$ cat src/rtl/gpu_ctrl_responder.sv
// Device-side GPU control responder: latches kernel config from host commands,
// launches kernels to the dispatcher and guards each run with a watchdog.
module gpu_ctrl_responder #(
    parameter int ADDR_WIDTH     = 32,
    parameter int TIMEOUT_CYCLES = 1024
) (
    input  logic                  clk,
    input  logic                  rst_n,
    input  logic                  start,
    input  logic [1:0]            op_code,
    input  logic [ADDR_WIDTH-1:0] cfg_data,
    output logic                  busy,
    output logic [ADDR_WIDTH-1:0] base_addr,
    output logic [ADDR_WIDTH-1:0] thread_count,
    output logic                  kernel_start,
    input  logic                  kernel_done,
    input  logic                  err_clr,
    output logic                  err_overrun,
    output logic                  err_timeout
);

    localparam int WD_W = $clog2(TIMEOUT_CYCLES);
    localparam logic [WD_W-1:0] WD_LAST = WD_W'(TIMEOUT_CYCLES - 1);

    typedef enum logic [2:0] {
        IDLE,
        CFG,
        LAUNCH,
        RUN,
        DONE
    } state_t;

    state_t                  state, state_nxt;
    logic [WD_W-1:0]         watchdog, watchdog_nxt;
    logic [ADDR_WIDTH-1:0]   base_nxt, threads_nxt;
    logic                    busy_nxt, kstart_nxt;
    logic                    overrun_nxt, timeout_nxt;
    logic                    timeout_set, overrun_set;

    always_ff @(posedge clk or negedge rst_n) begin
        if (!rst_n) begin
            state        <= IDLE;
            watchdog     <= '0;
            base_addr    <= '0;
            thread_count <= '0;
            busy         <= 1'b0;
            kernel_start <= 1'b0;
            err_overrun  <= 1'b0;
            err_timeout  <= 1'b0;
        end else begin
            state        <= state_nxt;
            watchdog     <= watchdog_nxt;
            base_addr    <= base_nxt;
            thread_count <= threads_nxt;
            busy         <= busy_nxt;
            kernel_start <= kstart_nxt;
            err_overrun  <= overrun_nxt;
            err_timeout  <= timeout_nxt;
        end
    end

    always_comb begin
        state_nxt    = state;
        watchdog_nxt = watchdog;
        base_nxt     = base_addr;
        threads_nxt  = thread_count;
        timeout_set  = 1'b0;

        case (state)
            IDLE: begin
                if (start) begin
                    case (op_code)
                        2'b01: begin
                            base_nxt  = cfg_data;
                            state_nxt = CFG;
                        end
                        2'b10: begin
                            threads_nxt = cfg_data;
                            state_nxt   = CFG;
                        end
                        // A launch with no threads retires like a config command.
                        2'b11:   state_nxt = (thread_count != '0) ? LAUNCH : CFG;
                        default: state_nxt = CFG;
                    endcase
                end
            end
            CFG:    state_nxt = IDLE;
            LAUNCH: begin
                watchdog_nxt = '0;
                state_nxt    = RUN;
            end
            RUN: begin
                if (kernel_done) begin
                    state_nxt = DONE;
                end else if (watchdog == WD_LAST) begin
                    timeout_set = 1'b1;
                    state_nxt   = DONE;
                end else begin
                    watchdog_nxt = watchdog + 1'b1;
                end
            end
            DONE:    state_nxt = IDLE;
            default: state_nxt = IDLE;
        endcase

        // busy mirrors state, so it doubles as the "already busy" indicator here.
        overrun_set = start && busy;
        busy_nxt    = (state_nxt != IDLE);
        kstart_nxt  = (state_nxt == LAUNCH);
        overrun_nxt = overrun_set | (err_overrun & ~err_clr);
        timeout_nxt = timeout_set | (err_timeout & ~err_clr);
    end

endmodule

$ cat config.mk
export PLATFORM = sky130hd
export DESIGN_NAME = gpu_ctrl_responder
export DESIGN_NICKNAME = d
export VERILOG_FILES = /design/src/rtl/gpu_ctrl_responder.sv
export SDC_FILE = /design/constraint.sdc
export NUM_CORES = 1
export LEC_CHECK = 0
export BUFFER_PORTS_ARGS = -buffer_cell sky130_fd_sc_hd__buf_2
export CAP_MARGIN = 20
export CORE_AREA = 2 2 93 95
export CTS_CLUSTER_SIZE = 10
export DETAILED_ROUTE_END_ITERATION = 16
export DIE_AREA = 0 0 95 97
export GPL_TIMING_DRIVEN = 0
export PLACE_DENSITY = 0.73
export SYNTH_ARGS = -nofsm -noshare
export SYNTH_HDL_FRONTEND = slang
export SYNTH_SLANG_ARGS = --single-unit
export TNS_END_PERCENT = 20
$ cat constraint.sdc
create_clock -name clk -period 1.6 [get_ports clk]
set_input_delay 0.48 -clock clk [delete_from_list [all_inputs] [get_ports clk]]
set_output_delay 0.48 -clock clk [all_outputs]
set_load 0.02 [all_outputs]
Word level (Yosys, flattened, before mapping)
Index checks and enable logic that the tools add are counted.

Bits in registers: 81. Input bits: 39. Output and inout bits: 68. Logic and storage cells: 43.

Add/subtract/negate cells: 1. Equality and inequality tests: 9. Multiplexer cells: 12. Bitwise logic cells: 5. Reductions and logical operators: 8.

Operator list (number): nonzero test 32 bit (1); 2-to-1 mux 10 bit (2); one-hot mux 10 bit (2 select lines) (1); adder 10 x 1 -> 10 bit (second input constant) (1); equality test 10 bit (second input constant) (1); equality test 3 x 2 -> 1 bit (second input constant) (3); 2-to-1 mux 3 bit (3); one-hot mux 3 bit (3 select lines) (1); AND reduction 3 bit (3); equality test 2 bit (second input constant) (2); 2-to-1 mux 2 bit (2); inequality test 2 bit (second input constant) (2); logical NOT 3 bit (1); 2-to-1 mux 1 bit (3); nonzero test 3 bit (1); bitwise AND 1 bit (2); equality test 2 x 1 -> 1 bit (second input constant) (1); bitwise OR 1 bit (2); nonzero test 2 bit (1); logical AND 1 bit (1); NOT 1 bit (1).

Depth between registers and ports, before layout
Word-level depth: 6. Depth in mapped cells: 6. Depth with buffers taken out: 5.

Least setup slack after synthesis
No wires, ideal clock.

Path type: reg2reg. From: register state[0]. To: register base_addr[10]. Setup time: 0.125 ns. Arrival time: 1.449 ns. Data required time: 1.475 ns. Path slack: 0.026 ns. Cell stages (with the launch flop): 7. Buffers on the path: 2. Period minus slack after synthesis: 1.574 ns. Cells stage by stage: dfrtp_1 > buf_6 > nand2b_4 > nor3_4 > nand3b_4 > buf_6 > mux2_4.

Cells in the longest elaborated chain, start to end: 2.

Ends and longest elaborated chain: start, declared (line 33) `state_t state, state_nxt;`; start signal, assigned (line 51) `state <= state_nxt;`; logical NOT 3 bit (line 69) `case (state)`; AND reduction 3 bit (no line); end signal, assigned (line 53) `base_addr <= base_nxt;`; end, declared (line 13) `output logic [ADDR_WIDTH-1:0] base_addr,`.

No other way between the ends. A chain may end at the register's enable or synchronous reset.

Worst setup path after layout
From: register state[0]. To: register thread_count[13].

Cells in the longest elaborated chain, start to end: 2.

Ends and longest elaborated chain: logical NOT 3 bit (line 69); AND reduction 3 bit (no line); end signal, assigned (line 54) `thread_count <= threads_nxt;`; end, declared (line 14) `output logic [ADDR_WIDTH-1:0] thread_count,`.

No other way between the ends.

==> results_dict.tcl <==
set metrics [dict create \
    via_per_inst 5.16 \
    wl_per_cell_um 17.1 \
    post-route-period-util 1.06 \
    synth-seq-area-share 0.556 \
    clock_latency_ns 0.35 \
    slowest_delay_ns 0.38 \
    grt_max_degree 63 \
    setup_tns_ns -3.69 \
    drc 0 \
    synth_edf_count 0 \
    setup_viol 62 \
    clk_pin_slew_ns 0.09 \
    worst_pin_slew_ns 0.369 \
    setup_slack_ns -0.0921 \
    outcome "complete, but fails checks" \
    path_common_cell "buf_6" \
    cts_buffers 9 \
    dr.first_iter.drc_count 72 \
    max-vdd-ir-drop_v 0.00107 \
    min_path_cells 2 \
    clockBufferDepth 2 \
    initial_utilization 0.448 \
    hold_end "err_timeout" \
    p_per_area_nw_per_um2 2000 \
    synthXorXnorAreaFrac 0 \
    root_buffer "clkbuf_8" \
    cp_slowest_cell "dfrtp_1" \
    drt-total-wl_mm 8.19 \
    grt_overflow 0 \
    synth_top_family_by_area "multiplexers" \
    cp.arrival_ns 1.93 \
    min_period_ns 1.69 \
    hp-class "primary input to register" \
    yosysMostFrequentCell "dfrtp_1" \
    r2r_slack_ns -0.09 \
    whs_ns 0.319 \
    drive_gt1_frac 0.584 \
    nets 410 \
    rows 33 \
    pin_count 107 \
    async_flop_share 1.00 \
    hpwl_mm 5.73 \
    cts_sinks 81 \
    yosysUniqueCellTypes 36 \
    antenna_found_initial 0 \
    grt_pass1_vias 2525 \
    final-hold-violation-count 0 \
    fmax_ghz 0.591 \
    crit_chain "buf_6, nand2b_4, nor3_4, nand3b_4, buf_6, mux2_4" \
    yosys_most_used_dff "dfrtp_1" \
    ys_seq_elements 81 \
    leakagePower_nw 2.45 \
    yosysTopAreaCell "dfrtp_1" \
    first_pass_iters 4 \
    cp_max_fo 10 \
    rsz0062_at_grt "yes" \
    synth_compound_gate_area_share 0.0367 \
    yosys.area_share.simple 0.106 \
    core_area_um2 8130 \
    cts_tree "yes" \
    r2r-end "thread_count[13]" \
    hold_path_startpoint "err_clr" \
    synth_cells 245 \
    postSynthAreaPerCell_um2 14.9 \
    critical_path_class "register to register" \
    fp.dieArea_um2 9220 \
    ys_top_cells_by_area "dfrtp_1 56%, mux2_4 25%, buf_6 2.2%, nand2_1 1.9%, nor4_1 1.5%" \
    worstSetupEndpointType "register" \
    violations "setup timing" \
    critical_path_required_ns 1.84 \
    cap_viol_max_count 0 \
    synth_nets 285 \
    n_antenna_cell 0 \
    fillers 649 \
    fp.dieW_um 95 \
    yosysWarnings 0 \
    die_y_um 97 \
    finalMaxSlewViolations 0 \
    slew_headroom 0.754 \
    crit_path_start_kind "register" \
    area_growth_pct 29.8 \
    synth.area.mux_share 0.271 \
    r2r_cells 6 \
    synth_fa_ha_area_frac 0.00343 \
    place_congestion 0.858 \
    grtUsageTotal 0.187 \
    final_antenna_net_count 0 \
    synth_commonest_cells "81 x dfrtp_1, 60 x mux2_4, 18 x nand2_1" \
    synth.top_cell.area_share 0.556 \
    grt_pass1_wl_mm 13.2 \
    port_buffers 106 \
    fin_skew_ns 0.00922 \
    synth_area_um2 3640 \
    crit_start "state[0]" \
    crit-reg2reg-launch "state[0]" \
    vias 2476 \
    cts_htree_levels 3 \
]
==> layer usage <==
layer / global-route usage / up-vias / wire length [µm]
li1: - / 1142 / -
met1: 0.251 / 1242 / 3560
met2: 0.292 / 83 / 4130
met3: 0.0514 / 9 / 395
met4: 0.0591 / 0 / 110
met5: 0 / - / 0
==> cell families (layout without fill, tap and decap cells) <==
family / count (synthesis) / count (layout)
AO/OA/AOI/OAI: 20 / 20
adder cells (fa/ha/maj): 1 / 1
buffers and inverters: 12 / 142
flip-flops: 81 / 81
multiplexers: 68 / 68
AND/OR/NAND/NOR: 63 / 63
==> how the worst max path moves through the flow <==
stage | depth (start not counted) | endpoint | slack, ns
after global routing | 6 | thread_count[18] | -0.15
after detailed placement | 5 | state[0] | -0.21
after CTS | 6 | base_addr[7] | -0.09
final | 6 | thread_count[13] | -0.09
after global placement | 1 | thread_count[24] | -0.56
after floorplan | 6 | base_addr[10] | 0.03
==> metrics by stage <==
| stage | util | setup WS (ns) | power (mW) | cell area (µm²) | std cells |
|---|---|---|---|---|---|
| floorplan | - | 0.0263 | 6.35 | 3640 | 245 |
| global placement | 0.529 | -0.557 | 7.59 | 4310 | 456 |
| detailed placement | 0.533 | -0.213 | 7.72 | 4340 | 457 |
| CTS | 0.568 | -0.0948 | 9.37 | 4620 | 477 |
| global route | 0.582 | -0.150 | 10.0 | 4730 | 480 |
| finish | 0.582 | -0.0921 | 9.46 | 4730 | 480 |
==> worst max-delay path, delay by kind of cell (launching register included) <==
family,cells,cell delay (ns)
buffers and inverters,2,0.32
flip-flops,1,0.38
multiplexers,1,0.30
AND/OR/NAND/NOR,3,0.57
==> layout by cell type (no fill, tap or decap), drive strengths merged, types with 3 or more instances in the layout <==
cell / count
nand2b: 6
mux2i: 4
nor3: 3
a21oi: 5
o21ai: 5
mux2: 64
clkbuf: 10
nand3: 7
buf: 119
inv: 9
nor4: 10
nand2: 18
nand4: 4
dfrtp: 81
nor2: 4
==> registers in the layout (all words and copies together), names as in the netlist <==
name / cells
busy: 1
kernel_start: 1
base_addr: 32
watchdog: 10
thread_count: 32
state: 3
err_timeout: 1
err_overrun: 1
==> final cells by class <==
class,count,area [µm²],area share
buffer,7,96.3,0.0204
clock buffer,9,124,0.0262
clock inverter,7,83.8,0.0177
inverter,5,18.8,0.00397
multi-input combinational,152,1610,0.341
sequential,81,2030,0.429
tap,105,131,0.0278
timing repair buffer,114,637,0.135
==> power by group <==
| part | total (mW) | switching [mW] | internal [mW] |
|---|---|---|---|
| clock network | 1.58 | 0.824 | 0.752 |
| registers | 3.70 | 0.745 | 2.95 |
| logic | 4.19 | 2.15 | 2.04 |
| total | 9.46 | 3.72 | 5.74 |
==> repair_timing <==
action	CTS	global route
endpoints found under the hold margin	19	0
hold buffers	1	0
buffers inserted	3	2
gates cloned	0	1
resized for setup	8	14
endpoints found under the setup margin	68	70
pin swaps	1	1
(Power assumes the default switching activity.)
